===== src/rtl/fifo_rd_stream_if.sv =====
// Read-side FIFO port and output stream bundle for fifo_rd_stream.
// master = the stream consumer block, slave = FIFO + downstream sink.
interface fifo_rd_stream_if #(
    parameter int DATA_W = 8,
    parameter int ADDR_W = 7
);
    logic              fifo_rden;
    logic [DATA_W-1:0] fifo_rddata;
    logic              fifo_rdempty;
    logic              fifo_rdfull;
    logic [ADDR_W-1:0] fifo_rdusedw;
    logic              m_valid;
    logic              m_ready;
    logic [DATA_W-1:0] m_data;

    modport master (
        output fifo_rden, m_valid, m_data,
        input  fifo_rddata, fifo_rdempty, fifo_rdfull, fifo_rdusedw, m_ready
    );
    modport slave (
        input  fifo_rden, m_valid, m_data,
        output fifo_rddata, fifo_rdempty, fifo_rdfull, fifo_rdusedw, m_ready
    );
endinterface


===== src/rtl/fifo_rd_stream.sv =====
// Dual-clock FIFO read-side consumer: prefill, drain into a valid/ready stream
// through a 2-entry skid buffer, count underruns and re-prefill after one.
module fifo_rd_stream #(
    parameter int DATA_W      = 8,
    parameter int ADDR_W      = 7,
    parameter int START_LEVEL = 64
) (
    input  logic                 rdclk,
    input  logic                 rdrst,
    input  logic                 enable,
    fifo_rd_stream_if.master     bus,
    output logic                 underrun,
    output logic [15:0]          underrun_cnt,
    output logic [1:0]           state
);
    typedef enum logic [1:0] {IDLE = 2'd0, PREFILL = 2'd1, STREAM = 2'd2, DRAIN = 2'd3} state_t;

    localparam logic [ADDR_W-1:0] START_LVL = ADDR_W'(START_LEVEL);

    state_t            r_state, w_state_nxt;
    logic [1:0]        r_occ;
    logic              r_inflight;
    logic [DATA_W-1:0] r_buf [2];
    logic              r_underrun;
    logic [15:0]       r_underrun_cnt;

    logic              w_pop;
    logic              w_level_ok;
    logic              w_room;
    logic              w_rden;
    logic              w_underrun;
    logic              w_drained;

    assign w_pop      = (r_occ != 2'd0) & bus.m_ready;
    // usedw wraps to 0 at full, so full counts as "level reached"
    assign w_level_ok = (bus.fifo_rdusedw >= START_LVL) | bus.fifo_rdfull;
    assign w_room     = (({1'b0, r_occ} + {2'b0, r_inflight} - {2'b0, w_pop}) < 3'd2);
    assign w_rden     = (r_state == STREAM) & ~bus.fifo_rdempty & w_room;
    assign w_underrun = (r_state == STREAM) & enable & bus.m_ready &
                        (r_occ == 2'd0) & ~r_inflight & bus.fifo_rdempty;
    assign w_drained  = (r_occ == 2'd0) & ~r_inflight;

    always_comb begin
        w_state_nxt = r_state;
        case (r_state)
            IDLE:    if (enable) w_state_nxt = PREFILL;
            PREFILL: begin
                if (!enable)         w_state_nxt = IDLE;
                else if (w_level_ok) w_state_nxt = STREAM;
            end
            STREAM: begin
                if (!enable)         w_state_nxt = DRAIN;
                else if (w_underrun) w_state_nxt = PREFILL;
            end
            DRAIN:   if (w_drained) w_state_nxt = IDLE;
            default: w_state_nxt = IDLE;
        endcase
    end

    always_ff @(posedge rdclk or posedge rdrst) begin
        if (rdrst) r_state <= IDLE;
        else       r_state <= w_state_nxt;
    end

    // Skid buffer: r_buf[0] is the head; the in-flight word lands at the tail
    always_ff @(posedge rdclk or posedge rdrst) begin
        if (rdrst) begin
            r_occ      <= 2'd0;
            r_inflight <= 1'b0;
            r_buf[0]   <= '0;
            r_buf[1]   <= '0;
        end else begin
            r_inflight <= w_rden;
            r_occ      <= r_occ + {1'b0, r_inflight} - {1'b0, w_pop};
            if (w_pop && r_inflight) begin
                if (r_occ == 2'd2) begin
                    r_buf[0] <= r_buf[1];
                    r_buf[1] <= bus.fifo_rddata;
                end else begin
                    r_buf[0] <= bus.fifo_rddata;
                end
            end else if (w_pop) begin
                r_buf[0] <= r_buf[1];
            end else if (r_inflight) begin
                if (r_occ == 2'd0) r_buf[0] <= bus.fifo_rddata;
                else               r_buf[1] <= bus.fifo_rddata;
            end
        end
    end

    always_ff @(posedge rdclk or posedge rdrst) begin
        if (rdrst) begin
            r_underrun     <= 1'b0;
            r_underrun_cnt <= 16'd0;
        end else begin
            r_underrun <= w_underrun;
            if (w_underrun && (r_underrun_cnt != 16'hFFFF))
                r_underrun_cnt <= r_underrun_cnt + 16'd1;
        end
    end

    assign bus.fifo_rden = w_rden;
    assign bus.m_valid   = (r_occ != 2'd0);
    assign bus.m_data    = r_buf[0];
    assign underrun      = r_underrun;
    assign underrun_cnt  = r_underrun_cnt;
    assign state         = r_state;
endmodule


===== src/flat_wrapper.sv =====
// flat-port wrapper written by rule: the top's interface ports become plain ports
module fifo_rd_stream_flat 
#(
    parameter int DATA_W      = 8,
    parameter int ADDR_W      = 7,
    parameter int START_LEVEL = 64
)
  (rdclk, rdrst, enable, underrun, underrun_cnt, state, bus_fifo_rden, bus_m_valid, bus_m_data, bus_fifo_rddata, bus_fifo_rdempty, bus_fifo_rdfull, bus_fifo_rdusedw, bus_m_ready);
  fifo_rd_stream_if #(.DATA_W(DATA_W), .ADDR_W(ADDR_W)) bus_i ();
  input  logic rdclk;
  input  logic rdrst;
  input  logic enable;
  output logic underrun;
  output logic [15:0] underrun_cnt;
  output logic [1:0] state;
  output wire logic [$bits(bus_i.fifo_rden)-1:0] bus_fifo_rden;
  output wire logic [$bits(bus_i.m_valid)-1:0] bus_m_valid;
  output wire logic [$bits(bus_i.m_data)-1:0] bus_m_data;
  input wire logic [$bits(bus_i.fifo_rddata)-1:0] bus_fifo_rddata;
  input wire logic [$bits(bus_i.fifo_rdempty)-1:0] bus_fifo_rdempty;
  input wire logic [$bits(bus_i.fifo_rdfull)-1:0] bus_fifo_rdfull;
  input wire logic [$bits(bus_i.fifo_rdusedw)-1:0] bus_fifo_rdusedw;
  input wire logic [$bits(bus_i.m_ready)-1:0] bus_m_ready;
  assign bus_fifo_rden = bus_i.fifo_rden;
  assign bus_m_valid = bus_i.m_valid;
  assign bus_m_data = bus_i.m_data;
  assign bus_i.fifo_rddata = bus_fifo_rddata;
  assign bus_i.fifo_rdempty = bus_fifo_rdempty;
  assign bus_i.fifo_rdfull = bus_fifo_rdfull;
  assign bus_i.fifo_rdusedw = bus_fifo_rdusedw;
  assign bus_i.m_ready = bus_m_ready;
  fifo_rd_stream #(.DATA_W(DATA_W), .ADDR_W(ADDR_W), .START_LEVEL(START_LEVEL)) u_core (.rdclk(rdclk), .rdrst(rdrst), .enable(enable), .bus(bus_i), .underrun(underrun), .underrun_cnt(underrun_cnt), .state(state));
endmodule

===== config.mk =====
export PLATFORM = sky130hd
export DESIGN_NAME = fifo_rd_stream_flat
export DESIGN_NICKNAME = d
export VERILOG_FILES = /design/src/rtl/fifo_rd_stream_if.sv /design/src/rtl/fifo_rd_stream.sv /design/src/flat_wrapper.sv
export SDC_FILE = /design/constraint.sdc
export NUM_CORES = 1
export LEC_CHECK = 0
export ABC_AREA = 1
export ABC_CLOCK_PERIOD_IN_PS = 2200
export BUFFER_PORTS_ARGS = -buffer_cell sky130_fd_sc_hd__buf_2
export CAP_MARGIN = 5
export CORE_ASPECT_RATIO = 0.6
export CORE_MARGIN = 1.5
export CORE_UTILIZATION = 49
export CTS_CLUSTER_SIZE = 30
export DETAILED_ROUTE_END_ITERATION = 8
export PLACE_DENSITY = 0.76
export SLEW_MARGIN = 10
export SYNTH_ARGS = -nofsm -noshare
export SYNTH_HDL_FRONTEND = slang
export SYNTH_SLANG_ARGS = --single-unit

===== constraint.sdc =====
create_clock -name rdclk -period 2.2 [get_ports rdclk]
set_clock_uncertainty 0.05 [all_clocks]
set_input_delay 0.22 -clock rdclk [delete_from_list [all_inputs] [get_ports rdclk]]
set_output_delay 0.22 -clock rdclk [all_outputs]
set_load 0.005 [all_outputs]

Word level (Yosys, flattened, before mapping)
Cells that the tools add are included.
{ "classes": {"reduce_logical": 11, "n_lt_le_gt_ge": 2, "n_eq_ne": 12, "add_sub_neg": 5, "n_mux": 15, "n_bitwise": 12} }
{ "op_table": {"columns": ["operator", "count"], "rows": [
  ["$mux W8", 6],
  ["$mux W16", 2],
  ["$add A16 B1 Y16 const B", 1],
  ["$ne A16 B16 Y1 const B", 1],
  ["$mux W2", 6],
  ["$and A1 B1 Y1", 9],
  ["$ne A2 B2 Y1 const B", 4],
  ["$pmux W2 S4", 1],
  ["$reduce_and A4 Y1", 2],
  ["$ge A7 B7 Y1 const B", 1],
  ["$eq A2 B2 Y1 const B", 3],
  ["$ne A3 B2 Y1 const B", 2],
  ["$reduce_bool A3 Y1", 2],
  ["$logic_not A2 Y1", 2],
  ["$reduce_bool A2 Y1", 2],
  ["$add A2 B1 Y3", 1],
  ["$lt A3 B2 Y1 const B", 1],
  ["$sub A3 B1 Y3", 1],
  ["$add A2 B1 Y2", 1],
  ["$eq A2 B1 Y1 const B", 1],
  ["$logic_and A1 B1 Y1", 2],
  ["$ne A2 B1 Y1 const B", 1],
  ["$not A1 Y1", 2],
  ["$reduce_and A2 Y1", 1],
  ["2 further kinds", 2]
]} }
{ "totals": {"out_inout_bits": 29, "reg_bits": 38} }

Logic depth before layout (Yosys ltp)
Gate-level depths: netlist of run 1.
{ "logic_depth": {"word_depth": 9, "depth_mapped": 11, "mapped_depth_nobuf": 10} }

Least setup slack after synthesis of run 1
OpenSTA, ideal clock, no wires.
{ "synth_timing": {"kind": "reg2out", "startpoint": "register u_core.r_occ[1]", "endpoint": "output port bus_fifo_rden", "n_path_buf": 1, "arrival_time_ns": 2.147, "path_stages_with_launch": 11, "setup_slack_ns": -0.217, "path_cell_list": "dfrtp_1 > inv_2 > nand2_2 > nand2_1 > clkbuf_2 > inv_1 > ha_1 > inv_1 > ha_1 > fa_1 > nor4_1"} }
{ "synth_via": {"elab_chain_cells": 5, "elab_cells_between_ends": 6} }
{ "synth_lines": {"columns": ["element", "line_no", "source"], "rows": [
  ["from (decl)", "fifo_rd_stream.sv:21", "logic [1:0] r_occ;"],
  ["from (signal assigned)", "fifo_rd_stream.sv:74", "r_occ <= r_occ + {1'b0, r_inflight} - {1'b0, w_pop};"],
  ["$reduce_bool A2 Y1", null, null],
  ["via bus_m_valid", "flat_wrapper.sv:17", "output wire logic [$bits(bus_i.m_valid)-1:0] bus_m_valid;"],
  ["$and A1 B1 Y1", "fifo_rd_stream.sv:34", "assign w_pop = (r_occ != 2'd0) & bus.m_ready;"],
  ["$sub A3 B1 Y3", "fifo_rd_stream.sv:37", "assign w_room = (({1'b0, r_occ} + {2'b0, r_inflight} - {2'b0, w_pop}) < 3'd2);"],
  ["$lt A3 B2 Y1", "fifo_rd_stream.sv:37", null],
  ["$and A1 B1 Y1", "fifo_rd_stream.sv:38", "assign w_rden = (r_state == STREAM) & ~bus.fifo_rdempty & w_room;"],
  ["to (decl)", "flat_wrapper.sv:16", "output wire logic [$bits(bus_i.fifo_rden)-1:0] bus_fifo_rden;"]
]} }
The timed path passes the listed nets, and every way through them passes these cells.

Worst setup path after layout of run 1
{ "layout_timing": {"startpoint": "register u_core.r_occ[0]", "endpoint": "output port bus_fifo_rden"} }
{ "layout_via": {"elab_chain_cells": 5, "elab_cells_between_ends": 6} }
{ "layout_lines": {"columns": ["element", "line_no"], "rows": [
  ["parallel branches: the longest is 2 deep, another holds $add A2 B1 Y3", null],
  ["$sub A3 B1 Y3 *", "fifo_rd_stream.sv:37"],
  ["$lt A3 B2 Y1 *", "fifo_rd_stream.sv:37"],
  ["$and A1 B1 Y1 *", "fifo_rd_stream.sv:38"]
]} }
Every way passes the cells marked *.

==> out/qor.txt, run 1 <==
P&R area growth vs syn: 18.7%
GR peak layer: met1
Synth cell types: 29
Multiplexer share of the synthesized area: 0.0384
R2r setup slk: 130 ps
Worst Hold End: u_core.r_buf[6]
Routed Antenna Nets: 0
Layout Nets: 385
Compound-gate portion of the synthesized area: 0.0725
Fmax: 0.394 GHz
Worst-path clk slew: 70 ps
Layout Utilization: 0.608
Critical Path Start Type: register
Prevailing post-synth register cell: dfrtp_1
Simple-Gate Fraction of Synth Area: 0.343
CTS tree: done
Critical Path RT: 1930 ps
Detailed Routing Iterations Pass 1: 4
Final min period: 2540 ps
Worst-case clock buffer depth: 2
Setup CP Type: register to primary output
Met1 GRT Util: 0.341
Met3 Usage GRT: 0.0339
Hpwl dp: 3860 µm
Initial core utilization: 0.512
CP max FO: 2
CORE AREA: 4590 µm²
GRT overflow: 0
Gpl congestion: 0.962
Yosys reg bits: 38
FF-to-FF End: u_core.r_inflight
Post-synth EDFFs: 0
Ys async rst share: 1.00
Post-Syn Nets: 336
Final WS setup: -337 ps
Register area share after synthesis: 0.405
Met2 usage: 0.279
Largest cells by area after synthesis: dfrtp_1 40%, nand2_1 18%, nand3_1 5.1%
XOR/XNOR Fraction of Synth Area: 0.0186
Path type of the worst min-delay path: input port to register
Final Hold Fails: 0
Crit share post-route: 1.15
H-tree Lvls: 2
DR DRC count: 0
Yosys top cell area share: 0.405
Worst R2R Start: u_core.r_occ[0]
VDD IR max: 0.502 mV
Post-Layout Inst Area: 2790 µm²
Via count: 2118
Hold Crit Depth: 2
RSZ-0062 raised after global routing: true
Number of global-route vias before repair: 1739
Tot Pwr: 0.00309 W
Cells after Synth: 311
Leakage: 1.45 nW
IO buf count: 43
Share of layout cells above drive strength 1: 0.294
Die area: 5230 µm²
Largest family of logic cells by synthesized area: simple AND/OR/NAND/NOR gates
Diode count: 0
Area after DPL: 2640 µm²
Status: finished with violations
CTS Buf Count: 5
Hold wc startpoint: bus_fifo_rddata[6]
Synth Warn #: 0
Initial antenna violation count: 0
Latest clock arrival within the worst-skew pair: 290 ps
Tot GR Track Use: 0.211
Die Width: 92.4 µm
Worst-Margin Slew: 482 ps
CP Capture Type: primary output
Total wire length: 5100 µm
Vias/cell: 5.01
Final setup viols: 1
Pwr/cell area: 1110 nW/µm²
Syn_area_per_cell: 7.55 µm²
Die height: 56.6 µm
Crit path arrival time: 2270 ps
Largest area contributor in the synthesized netlist: dfrtp_1
Routed wire per std cell: 12.1 µm
Rows: 19
DP Worst Slack: -101 ps
Root Buffer: clkbuf_8
Max_cap viols: 0
Synth Area in Adders: 0.0245
Largest net degree at the start of global routing: 39
Slew margin rel.: 0.678
DRT iter0 DRCs: 172
First-pass GRT wire length: 8510 µm
Synth Cell Area: 2350 µm²
Failing checks: setup timing
Slew Limit Fails: 0
IO Count: 50
CTS Sinks: 38
Depth of the most critical reg-to-reg path: 10
cell families after synthesis:
family                     after synthesis
adders and majority gates                4
xor gates and xnor gates                 5
AOI/OAI and AO/OA                       29
buffers and inverters                   46
muxes                                    8
DFF                                     38
and+or+nand+nor                        181
worst max-delay path, cell delays in order, from the launching register on:
cell	delay [ps]
dfrtp_1	390
inv_2	70
nand2_2	60
nand2_2	70
inv_2	40
ha_4	250
inv_2	30
ha_4	150
fa_1	470
nor4_2	290
buf_2	160
layer usage:
layer / vias up / wire length [µm]
met2: 73 / 2090
met5: - / 0
met1: 950 / 2600
met4: 0 / 60
met3: 5 / 351
li1: 1090 / -
through the flow:
step	hold WS [ps]	setup TNS [ps]	cells
6_report	140	-337	423
5_1_grt	135	-466	423
4_1_cts	130	-374	422
3_3_place_gp	314	-19.7	413
3_5_place_dp	319	-101	413
2_1_floorplan	251	-99.8	311
cells in the final DEF, fill, tap and decap left out, types with 5 or more instances in the layout:
cell and n:
nand3_1 24, nor2_4 5, o21ai_0 14, inv_1 25, nand4_1 5, dfrtp_1 38
o21ai_1 8, buf_4 10, nand2_2 9, clkbuf_8 6, nand2_1 112, buf_2 43
inv_2 8, o21ai_2 6, mux2_2 8, nor2_1 17
what timing repair did:
action,CTS,global route
endpoints found under the setup margin,1,2
pin swaps,1,0
buffers inserted,1,1
resized for setup,2,0
endpoints found under the hold margin,12,0
hold buffers,1,0
worst max-delay path by stage:
stage / endpoint / slack (ps) / start
2_1_floorplan: bus_fifo_rden / -100 / u_core.r_occ[1]
3_3_place_gp: bus_fifo_rden / -20 / u_core.r_occ[0]
3_5_place_dp: bus_fifo_rden / -100 / u_core.r_occ[0]
4_1_cts: bus_fifo_rden / -370 / u_core.r_occ[0]
5_1_grt: bus_fifo_rden / -470 / u_core.r_occ[0]
6_report: bus_fifo_rden / -340 / u_core.r_occ[0]
synthesized netlist by cell type (3+ instances only):
| master | count |
|---|---|
| nand2_1 | 113 |
| dfrtp_1 | 38 |
| inv_1 | 27 |
| nand3_1 | 24 |
| nor2_1 | 17 |
| o21ai_0 | 14 |
| buf_4 | 8 |
| mux2_2 | 8 |
| nand2_2 | 8 |
| o21ai_1 | 8 |
| inv_2 | 6 |
| o21ai_2 | 6 |
| nand4_1 | 5 |
| nor2_4 | 5 |
| nor2_2 | 4 |
| xor2_1 | 4 |
| ha_1 | 3 |
power breakdown:
part / leakage [nW] / switching, W / internal (W)
Clock: 0.0573 / 0.000249 / 0.000363
Sequential: 0.478 / 0.000236 / 0.000953
Combinational: 0.919 / 0.000699 / 0.000591
Total: 1.45 / 0.00118 / 0.00191
state kept, by name, indices dropped and copies added, names as in the netlist:
signal	cells
u_core.underrun_cnt	16
u_core.r_inflight	1
u_core.bus.m_data	8
u_core.r_occ	2
u_core.state	2
u_core.r_buf	8
u_core.underrun	1
area by class of cell:
| cell class | instances | area, µm² |
|---|---|---|
| fillers | 430 | 1800 |
| multi-input cells | 227 | 1200 |
| flip-flops and latches | 38 | 951 |
| repair buffers | 55 | 320 |
| inverters | 33 | 124 |
| clock buffers | 6 | 82.6 |
| well taps | 63 | 78.8 |
| clock inverters | 1 | 30.0 |
No activity file was read; power rests on OpenSTA's default activity.
==> inputs of run 2 (changes only) <==
CORE_UTILIZATION = 51   (was 49)
CTS_BUF_LIST = sky130_fd_sc_hd__clkbuf_8   (was unset)
PLACE_DENSITY = 0.78   (was 0.76)
==> run 2 against run 1 <==
Net effect: the run ends with hold timing, setup timing left; routed wire length up 3.5%; first-iteration DRC count down 22%; cell count down 0.71%; worst hold slack worse by 150 ps; clock power down 8.5%; global-route usage up 1.0 points; sequential power about the same; largest cell class unchanged; highest routed layer unchanged.
==> out/qor.txt, run 2 (synthesis gave the netlist of run 1 again) <==
Path type of the worst min-delay path: input port to async pin
CP Capture Type: primary output
Slew margin rel.: 0.519
Rows: 18
Max_cap viols: 0
Slew Limit Fails: 0
Critical Path Start Type: register
Layout Nets: 384
Met2 usage: 0.313
Status: finished with violations
CTS Buf Count: 5
Diode count: 0
GR peak layer: met1
Hpwl dp: 3780 µm
Clock share of power: 0.184
Max reg flops: 16
Via count: 2157
Fmax: 0.396 GHz
P&R area growth vs syn: 17.5%
Share of layout cells above drive strength 1: 0.297
Family with the most delay on the worst path: adder cells
Routed wire per std cell: 12.6 µm
Post-route setup TNS: -323 ps
Critical-path cell list: inv_2 > nand2_2 > nand2_2 > inv_2 > ha_4 > inv_2 > ha_4 > fa_1 > nor4_2 > buf_2
Final Hold Fails: 37
Total wire length: 5280 µm
RSZ-0062 raised after global routing: true
Initial antenna violation count: 0
IO Count: 50
Most common cell after layout, fill and taps aside: nand2_1
CTS Hold Buffers Added: 0
DRT iter0 DRCs: 134
Crit path launch: u_core.r_occ[0]
Worst hold slack: -14.8 ps
Met3 Usage GRT: 0.0579
Leakage: 1.45 nW
Layout Utilization: 0.648
Final Non-Filler Cells: 420
Commonest non-fill, non-tap cells in the layout: 112 x nand2_1, 43 x buf_2, 38 x dfrtp_1
DR DRC count: 0
Worst-case clock buffer depth: 2
Final WS setup: -323 ps
Max stage delay on crit path: 460 ps
Largest net degree at the start of global routing: 39
CP max FO: 2
CORE AREA: 4260 µm²
Critical Path RT: 1930 ps
IO buf count: 43
Final setup viols: 1
Crit share post-route: 1.15
Worst-path clk slew: 80 ps
CTS tree: done
Fill cells: 382
Internal: 0.00185 W
Switching Share: 0.392
Die area: 5030 µm²
CTS Sinks: 38
Combinational fraction of design power: 0.427
Tot GR Track Use: 0.221
Final min period: 2520 ps
Setup CP Type: register to primary output
H-tree Lvls: 2
Die height: 55.6 µm
Seq pwr share: 0.390
Latest clock arrival within the worst-skew pair: 280 ps
Worst R2R Start: u_core.r_occ[1]
CP max-delay cell: fa_1
Pwr/cell area: 1100 nW/µm²
R2r setup slk: 140 ps
Failing checks: hold timing, setup timing
Gpl congestion: 0.860
Initial core utilization: 0.552
Die Width: 90.6 µm
Routed Antenna Nets: 0
Crit path arrival time: 2250 ps
Detailed Routing Iterations Pass 1: 5
Worst-Margin Slew: 721 ps
Total number of cells along the worst setup path: 10
Root Buffer: clkbuf_8
Vias/cell: 5.14
Post-Place Cells: 410
FF-to-FF End: u_core.underrun_cnt[15]
VDD IR max: 0.613 mV
GRT overflow: 0
Buf/Inv on CP: 4
Number of global-route vias before repair: 1946
Met1 GRT Util: 0.336
Sw power: 0.00120 W
Most used cell, CP: inv_2
First-pass GRT wire length: 8940 µm
Depth of the most critical reg-to-reg path: 9
==> run 2: repair_timing <==
action,in CTS,in global routing
endpoints found under the setup margin,1,11
pin swaps,2,1
buffers inserted,1,0
resized for setup,3,0
cloned,0,1
==> run 2: through the flow <==
stage               setup slack (ps)  total power, W  instance area, µm²
detailed placement             -33.0         0.00245                2620
CTS                             -333         0.00306                2750
global route                    -444         0.00330                2760
global placement               -25.0         0.00240                2620
finish                          -323         0.00305                2760
floorplan                      -99.8         0.00209                2380
==> run 2: worst min-delay path: stages <==
cell and delay (ps):
buf_2 90, inv_1 40, buf_4 410
==> run 2: worst max path at each step <==
stage                         end
finish              bus_fifo_rden
floorplan           bus_fifo_rden
global route        bus_fifo_rden
CTS                 bus_fifo_rden
global placement    bus_fifo_rden
detailed placement  bus_fifo_rden
==> run 2: power by group through the flow <==
stage | Sequential (W) | Clock [W] | Combinational, W
floorplan | 0.00116 | 0 | 0.000935
global placement | 0.00118 | 0 | 0.00122
global route | 0.00122 | 0.000605 | 0.00147
finish | 0.00119 | 0.000560 | 0.00130
detailed placement | 0.00119 | 0 | 0.00126
CTS | 0.00118 | 0.000574 | 0.00131
==> run 2: routing by layer <==
| metal | up-vias | share of wire |
|---|---|---|
| met5 | - | 0 |
| met4 | 0 | 0.0059 |
| met3 | 4 | 0.083 |
| met2 | 91 | 0.42 |
| met1 | 993 | 0.49 |
| li1 | 1069 | - |
==> run 2: final cells by class <==
type                            count  area, µm²  share of cell area
Timing Repair Buffer               53        290               0.105
Sequential cell                    38        951               0.345
Tap cell                           60       75.1              0.0272
Inverter                           33        126              0.0458
Multi-Input combinational cell    228       1210               0.437
Clock buffer                        8        110              0.0399
==> inputs of run 3 (changes only) <==
BUFFER_PORTS_ARGS = unset   (was -buffer_cell sky130_fd_sc_hd__buf_2)
CORE_UTILIZATION = 59   (was 51)
DONT_BUFFER_PORTS = 1   (was unset)
==> run 3 against run 2 <==
Net effect: the run ends with setup timing left; setup slack improved by 100 ps; non-clock buffer count fell by 41; die area fell by 13%; highest routed layer unchanged.
==> out/qor.txt, run 3 (synthesis gave the netlist of run 1 again) <==
Hold Crit Depth: 1
Setup CP Type: register to primary output
Total number of cells along the worst setup path: 9
Critical Path Start Type: register
Initial antenna violation count: 0
Detailed Routing Iterations Pass 1: 4
Final min period: 2420 ps
Root Buffer: clkbuf_8
Final Hold Fails: 0
Post-Place Cells: 352
First-pass GRT wire length: 8220 µm
CP Capture Type: primary output
Commonest non-fill, non-tap cells in the layout: 112 x nand2_1, 38 x dfrtp_1, 26 x inv_1
Max_cap viols: 0
DP Worst Slack: 15.6 ps
CP max-delay cell: fa_2
Initial core utilization: 0.627
Multi-input logic area: 1210 µm²
Switching Share: 0.410
Clock share of power: 0.175
Worst-path clk slew: 70 ps
Most used cell, CP: inv_2
Final setup viols: 1
Layout Utilization: 0.680
Crit share post-route: 1.10
Via count: 1966
CTS Buf Count: 5
GRT overflow: 0
Critical Path RT: 1930 ps
Max reg flops: 16
Seq pwr share: 0.434
DRT iter0 DRCs: 137
Critical-path cell list: inv_2 > nand2_2 > nand2_2 > inv_2 > ha_4 > inv_2 > ha_4 > fa_2 > nor4_4
Sw power: 0.00116 W
Gpl congestion: 0.874
Worst-Margin Slew: 471 ps
IO Count: 50
Leakage: 1.26 nW
R2r setup slk: 180 ps
Rows: 17
Final Non-Filler Cells: 365
IO buf count: 0
Depth of the most critical reg-to-reg path: 9
Internal: 0.00167 W
Tot Pwr: 0.00283 W
Layout Nets: 342
Routed wire per std cell: 13.4 µm
DR DRC count: 0
Fill cells: 299
Die height: 51.9 µm
Die area: 4380 µm²
Vias/cell: 5.39
CTS tree: done
CTS Sinks: 38
CORE AREA: 3740 µm²
Worst-case clock buffer depth: 2
RSZ-0062 raised after global routing: true
Most common cell after layout, fill and taps aside: nand2_1
Final WS setup: -219 ps
Buf/Inv on CP: 3
Share of layout cells above drive strength 1: 0.198
H-tree Lvls: 2
Tot GR Track Use: 0.245
Fmax: 0.413 GHz
Latest clock arrival within the worst-skew pair: 290 ps
Largest net degree at the start of global routing: 39
Combinational fraction of design power: 0.391
Failing checks: setup timing
Sequential Area: 951 µm²
Crit path arrival time: 2150 ps
Path type of the worst min-delay path: input port to register
Max stage delay on crit path: 470 ps
Die Width: 84.5 µm
P&R area growth vs syn: 8.36%
CP max FO: 2
Slew margin rel.: 0.686
Family with the most delay on the worst path: adder cells
VDD IR max: 0.728 mV
Diode count: 0
Status: finished with violations
Total wire length: 4900 µm
Slew Limit Fails: 0
Number of global-route vias before repair: 1703
Pwr/cell area: 1110 nW/µm²
Routed Antenna Nets: 0
Hpwl dp: 3510 µm
Post-route setup TNS: -219 ps
==> run 3: path summary, 6_finish.rpt <==
check	end	from
max	bus_fifo_rden	u_core.r_occ[1]
min	u_core.r_buf[0]	bus_fifo_rddata[0]
max reg2reg	u_core.r_inflight	u_core.r_occ[1]
min reg2reg	u_core.bus.m_data[3]	u_core.bus.m_data[3]
max in group asynchronous	u_core.bus.m_data[6]	rdrst
min in group asynchronous	u_core.underrun_cnt[6]	rdrst
==> run 3: stage by stage <==
stage / hold WS [ps] / instance area (µm²)
finish: 26.2 / 2540
global route: 16.0 / 2540
CTS: 22.2 / 2540
detailed placement: 208 / 2390
global placement: 212 / 2390
floorplan: 251 / 2380
==> run 3: power by group through the flow <==
stage	clock, W	combinational, W	sequential [W]
3_5_place_dp	0	0.00103	0.00123
6_report	0.000496	0.00111	0.00123
3_3_place_gp	0	0.000987	0.00123
5_1_grt	0.000538	0.00126	0.00127
2_1_floorplan	0	0.000935	0.00116
4_1_cts	0.000504	0.00111	0.00122
==> run 3: cell type report <==
| cell class | instances | share of cell area |
|---|---|---|
| clock buffers | 6 | 0.0324 |
| clock inverters | 2 | 0.00344 |
| inverters | 33 | 0.0487 |
| multi-input cells | 227 | 0.476 |
| flip-flops and latches | 38 | 0.374 |
| well taps | 47 | 0.0231 |
| repair buffers | 12 | 0.0423 |
==> run 3: per-layer routing <==
metal  part of all wire  GRT usage  vias up
li1                   -          -      989
met1               0.49      0.356      893
met2               0.41      0.356       80
met3              0.090     0.0841        4
met4             0.0055     0.0484        0
met5                  0          0        -
==> run 3: what timing repair did <==
action / CTS / global route
endpoints found under the hold margin: 39 / 0
buffers inserted: 3 / 0
gates resized for setup: 3 / 1
setup endpoints to repair: 1 / 1
hold buffers: 2 / 0
pin swaps: 5 / 1
